[src/rtl/hc32_tester.sv]
// rtl/hc32_tester.sv - exhaustive functional tester for a quad 2-input OR device
//
// Purpose:
//   Walks all 256 {A,B} input combinations into an external quad OR gate,
//   waits SETTLE_CYC cycles per vector, then compares the returned outputs
//   against A|B. Mismatching vectors are counted and failing gates are
//   accumulated in a sticky mask.
//
// Parameters:
//   SETTLE_CYC  wait cycles between driving a vector and sampling Y_IN (0..15)
//
// Ports:
//   CLK        in   sole clock, rising edge
//   RST        in   asynchronous active-high reset
//   START      in   begin a full test (honoured only in IDLE or DONE)
//   Y_IN[3:0]  in   gate outputs returned from the device
//   A_OUT[3:0] out  A stimulus (vector bits 7:4)
//   B_OUT[3:0] out  B stimulus (vector bits 3:0)
//   BUSY       out  high while a test is in progress
//   DONE       out  high once the test has finished
//   PASS       out  high in DONE when no vector mismatched
//   ERR_CNT    out  number of mismatching vectors (0..256)
//   FAIL_GATE  out  sticky per-gate mismatch mask
//
// Configuration:
//   HC32_TESTER_STOP_ON_FAIL_EN  when defined, the first mismatching vector
//                                ends the test with the failing vector held.

module hc32_tester #(
  parameter int unsigned SETTLE_CYC = 2
) (
  input  logic       CLK,
  input  logic       RST,
  input  logic       START,
  input  logic [3:0] Y_IN,
  output logic [3:0] A_OUT,
  output logic [3:0] B_OUT,
  output logic       BUSY,
  output logic       DONE,
  output logic       PASS,
  output logic [8:0] ERR_CNT,
  output logic [3:0] FAIL_GATE
);

  typedef enum logic [2:0] {
    S_IDLE,
    S_DRIVE,
    S_SETTLE,
    S_CHECK,
    S_DONE
  } state_t;

  // Terminal value of the settle counter; unused when SETTLE_CYC is 0.
  localparam logic [3:0] SETTLE_LAST = (SETTLE_CYC == 0) ? 4'd0 : 4'(SETTLE_CYC - 1);

  state_t     state;
  logic [7:0] vec;
  logic [3:0] settle_cnt;

  logic [3:0] expect_y;
  logic [3:0] mism;
  logic [8:0] err_next;
  logic       last_vec;
  logic       stop;

  // The stimulus pins come straight from the vector register. IDLE is only
  // reachable through reset, which clears the vector, so the pins read 0
  // there; in DONE the vector is left untouched and the last one is held.
  assign A_OUT = vec[7:4];
  assign B_OUT = vec[3:0];

  always_comb begin
    expect_y = vec[7:4] | vec[3:0];
    mism     = Y_IN ^ expect_y;
    err_next = ERR_CNT;
    // One increment per failing vector regardless of how many gates failed.
    if ((mism != 4'd0) && (ERR_CNT != 9'd256)) begin
      err_next = ERR_CNT + 9'd1;
    end
    last_vec = (vec == 8'hFF);
`ifdef HC32_TESTER_STOP_ON_FAIL_EN
    stop = last_vec || (mism != 4'd0);
`else
    stop = last_vec;
`endif
  end

  always_ff @(posedge CLK or posedge RST) begin
    if (RST) begin
      state      <= S_IDLE;
      vec        <= 8'd0;
      settle_cnt <= 4'd0;
      BUSY       <= 1'b0;
      DONE       <= 1'b0;
      PASS       <= 1'b0;
      ERR_CNT    <= 9'd0;
      FAIL_GATE  <= 4'd0;
    end else begin
      case (state)
        S_IDLE, S_DONE: begin
          if (START) begin
            state     <= S_DRIVE;
            vec       <= 8'd0;
            ERR_CNT   <= 9'd0;
            FAIL_GATE <= 4'd0;
            BUSY      <= 1'b1;
            DONE      <= 1'b0;
            PASS      <= 1'b0;
          end
        end

        S_DRIVE: begin
          settle_cnt <= 4'd0;
          if (SETTLE_CYC == 0) begin
            state <= S_CHECK;
          end else begin
            state <= S_SETTLE;
          end
        end

        S_SETTLE: begin
          if (settle_cnt == SETTLE_LAST) begin
            state <= S_CHECK;
          end else begin
            settle_cnt <= settle_cnt + 4'd1;
          end
        end

        S_CHECK: begin
          ERR_CNT   <= err_next;
          FAIL_GATE <= FAIL_GATE | mism;
          if (stop) begin
            // Vector is not advanced so the final (or failing) pattern stays on the pins.
            state <= S_DONE;
            BUSY  <= 1'b0;
            DONE  <= 1'b1;
            PASS  <= (err_next == 9'd0);
          end else begin
            state <= S_DRIVE;
            vec   <= vec + 8'd1;
          end
        end

        default: begin
          state <= S_IDLE;
          BUSY  <= 1'b0;
          DONE  <= 1'b0;
          PASS  <= 1'b0;
        end
      endcase
    end
  end

endmodule

[config.mk]
export PLATFORM = sky130hd
export DESIGN_NAME = hc32_tester
export DESIGN_NICKNAME = d
export VERILOG_FILES = /design/src/rtl/hc32_tester.sv
export SDC_FILE = /design/constraint.sdc
export NUM_CORES = 1
export LEC_CHECK = 0
export ABC_CLOCK_PERIOD_IN_PS = 1800
export CORE_ASPECT_RATIO = 0.75
export CORE_MARGIN = 2
export CORE_UTILIZATION = 45
export DETAILED_ROUTE_END_ITERATION = 16
export HOLD_SLACK_MARGIN = 0.1
export PLACE_DENSITY = 0.72
export SYNTH_ARGS = -nofsm -noshare
export SYNTH_HDL_FRONTEND = slang
export SYNTH_SLANG_ARGS = --single-unit
[constraint.sdc]
create_clock -name CLK -period 1.8 [get_ports CLK]
set_input_delay 0.36 -clock CLK [delete_from_list [all_inputs] [get_ports CLK]]
set_output_delay 0.36 -clock CLK [all_outputs]
set_load 0.03 [all_outputs]
==> flow_metrics.tcl <==
set metrics [dict create \
    status "finished, violations left" \
    violations "negative setup slack" \
    synth_top_area_cell "dfrtp_1" \
    ioPinCount 31 \
    nFillCells 332 \
    period_share_pct 105.3 \
    design.core.area_mm2 0.004029 \
    die_x_um 78.40 \
    multi_input_area_mm2 0.001085 \
    antenna_found_initial 0 \
    worstSkewPairLatency_ps 290 \
    final.min_clock_period_ps 1896 \
    cpMaxStageDelayCell "dfrtp_2" \
    crit_path_max_fanout 5 \
    min_path_type "input pin to async pin" \
    root_buffer "clkbuf_8" \
    synth-xor-area-share_pct 4.220 \
    vias 1776 \
    worst_slew_pin_slew_ps 435.3 \
    cts_buffer_depth 2 \
    startpoint_type "flop" \
    first_global_vias 1579 \
    synth_commonest_cells "31 x dfrtp_1, 21 x nor2_1, 17 x o21ai_0" \
    synthArstFlopShare_pct 100.0 \
    setup_slack_ps -95.62 \
    yosys.area_share.simple_pct 23.31 \
    finalHoldViolCount 0 \
    rsz0062_at_grt "true" \
    wl_um 4636 \
    regArea_um2 787.0 \
    drcViolationCount 0 \
    syn_area_per_cell_um2 9.112 \
    fin_area_mm2 0.002589 \
    muxShareOfSynthArea_pct 3.483 \
    drt_iter0_drc 110 \
    synth_top_area_share_pct 41.53 \
    cts_made_buffers 5 \
    reg2reg_depth 7 \
    worstPathCellList "or3_4, a22oi_4, buf_6, nand2_1, mux2i_1, o2111ai_1, o21ai_1" \
    drtAntennaViolNets 0 \
    clk_pin_slew_worst_paths_ps 70 \
    synth.net_count 217 \
    required_ps 2020 \
    critical_path_class "flop to flop" \
    yosys_warnings 0 \
    viasPerCell 5.533 \
    nets 277 \
    fin_skew_ps 4.920 \
    cts_sinks 31 \
    cellLeakagePower_nw 1.193 \
    report.final.slew_viol_count 0 \
    dr.pass1.iters 5 \
    synth_edf_count 0 \
    globalplace.congestion 0.8785 \
    grt_usage_pct 21.49 \
    grt_max_degree 32 \
    area_growth_pct 38.58 \
    wl_per_cell_um 14.44 \
    grt_pass1_wl_um 7659 \
    arrival_ps 2120 \
    dpl-instance-area_mm2 0.002425 \
    powerDensity_mw_per_mm2 1316 \
    slowest_delay_ps 450 \
    syn-cell-area_mm2 0.001868 \
    max_freq_ghz 0.5275 \
    drive_gt1_share_pct 25.19 \
    dieArea_mm2 0.004688 \
    cts_tree "yes" \
    synth_area_leaders "dfrtp_1 42%, o21ai_0 4.6%, nor2_1 4.2%, xor2_1 3.8%, ha_1 3.3%" \
    seq_area_frac_synth_pct 41.53 \
    die-height_um 59.80 \
    synth.most_common_cell "dfrtp_1" \
    start_util_pct 46.37 \
    synth_cells 205 \
    critPathCaptureType "flop" \
    synthAdderAreaFrac_pct 3.349 \
    synth_ff_type "dfrtp_1" \
    synth_top_family_by_area "simple AND/OR/NAND/NOR gates" \
    std_cell_rows 20 \
    ir_drop_v 0.0008202 \
    hpwl_um 3285 \
    r2r_setup_slack_ps -100 \
    overflow 0 \
    cts_htree_levels 2 \
    ys_seq_elements 31 \
    diodes 0 \
    yosysUniqueCellTypes 38 \
    relSlewSlack_pct 70.93 \
    drv_cap 0 \
    final_core_util_pct 64.25 \
    setup_viol 4 \
    io_buffers 30 \
    synth_compound_area_share_pct 20.90 \
]
==> worst paths after layout <==
kind | startpoint | end
worst max-delay path | vec[7] | PASS
worst min-delay path | RST | BUSY
worst max register to register | vec[7] | PASS
worst min register to register | FAIL_GATE[1] | FAIL_GATE[1]
max in group asynchronous | RST | vec[1]
min in group CLK | FAIL_GATE[1] | FAIL_GATE[1]
==> stage by stage <==
step                      total power, mW  TNS (ps)  cells  setup slack, ps  hold slack [ps]
after global routing                3.629    -728.4    321           -144.5            488.7
after global placement              2.772     -2818    308           -417.0            489.5
after floorplan                     2.144    -61.94    205           -61.94            462.9
after detailed placement            2.801     -3074    308           -437.7            490.5
final                               3.406    -144.1    321           -95.62            454.1
after CTS                           3.341    -269.7    320           -88.62            471.6
==> flip-flops by register name, summed over array words and instances, names as in the netlist <==
register / flops
BUSY: 1
vec: 8
PASS: 1
state: 3
FAIL_GATE: 4
settle_cnt: 4
ERR_CNT: 9
DONE: 1
==> power by group <==
part	switching, mW	internal, mW
Combinational	1.05	0.769
Clock	0.272	0.271
Sequential	0.167	0.878
Total	1.49	1.92
==> layer usage <==
metal / part of all wire [%] / vias up / GRT usage (%) / routed length, um
met2: 42 / 58 / 30.05 / 1950
met1: 50 / 842 / 32.22 / 2337
met4: 1.3 / 0 / 8.271 / 59
met5: 0 / - / 0 / 0
li1: - / 868 / - / -
met3: 6.2 / 8 / 4.834 / 288
==> repair_timing <==
item	in CTS	in global routing
buffers inserted	4	1
hold buffers	0	0
resized for setup	16	18
endpoints found under the setup margin	19	18
pin swaps	8	8
==> placed cells by master, fill, tap and decap left out, drive strengths merged, types with 2 or more instances in the layout <==
master         synthesis  final
ha                     5      5
o21ai                 29     29
nand3                  7      7
a31oi                  2      2
dfrtp                 31     31
nor3b                  2      2
clkbuf                 5      7
a32o                   5      5
nor3                   5      5
a21oi                 10     10
and3                   5      5
mux2i                  5      5
buf                    3     31
a211oi                 3      3
a22oi                  2      2
nor2                  21     21
and4                   2      2
and2                   3      3
nand3b                 4      4
nand2b                 2      2
or2                    2      2
or3                    6      6
clkdlybuf4s50          0     12
dlymetal6s2s           0      3
nand2                 13     13
nand4                 10     10
xor2                   8      8
dlygate4sd2            0     15
inv                    7      7
==> logic make-up after synthesis <==
logic type | count (synthesis)
simple gates | 82
compound gates | 57
buf+inv | 15
mux | 6
xor+xnor | 9
fa+ha+maj | 5
flops | 31
==> area by class of cell <==
type,count,share of cell area (%)
clock buffers,7,2.948
clock inverters,1,0.1933
inverters,7,1.015
multi-input cells,159,41.90
flip-flops and latches,31,30.40
well taps,55,2.658
repair buffers,61,20.88
==> critical path, delay by kind of cell (launching register included) <==
kind	cells	cell delay, ps
multiplexers	1	170
flip-flops	1	450
AO/OA/AOI/OAI	3	600
buffers and inverters	1	150
AND/OR/NAND/NOR	2	440
No activity file was read; power rests on OpenSTA's default activity.
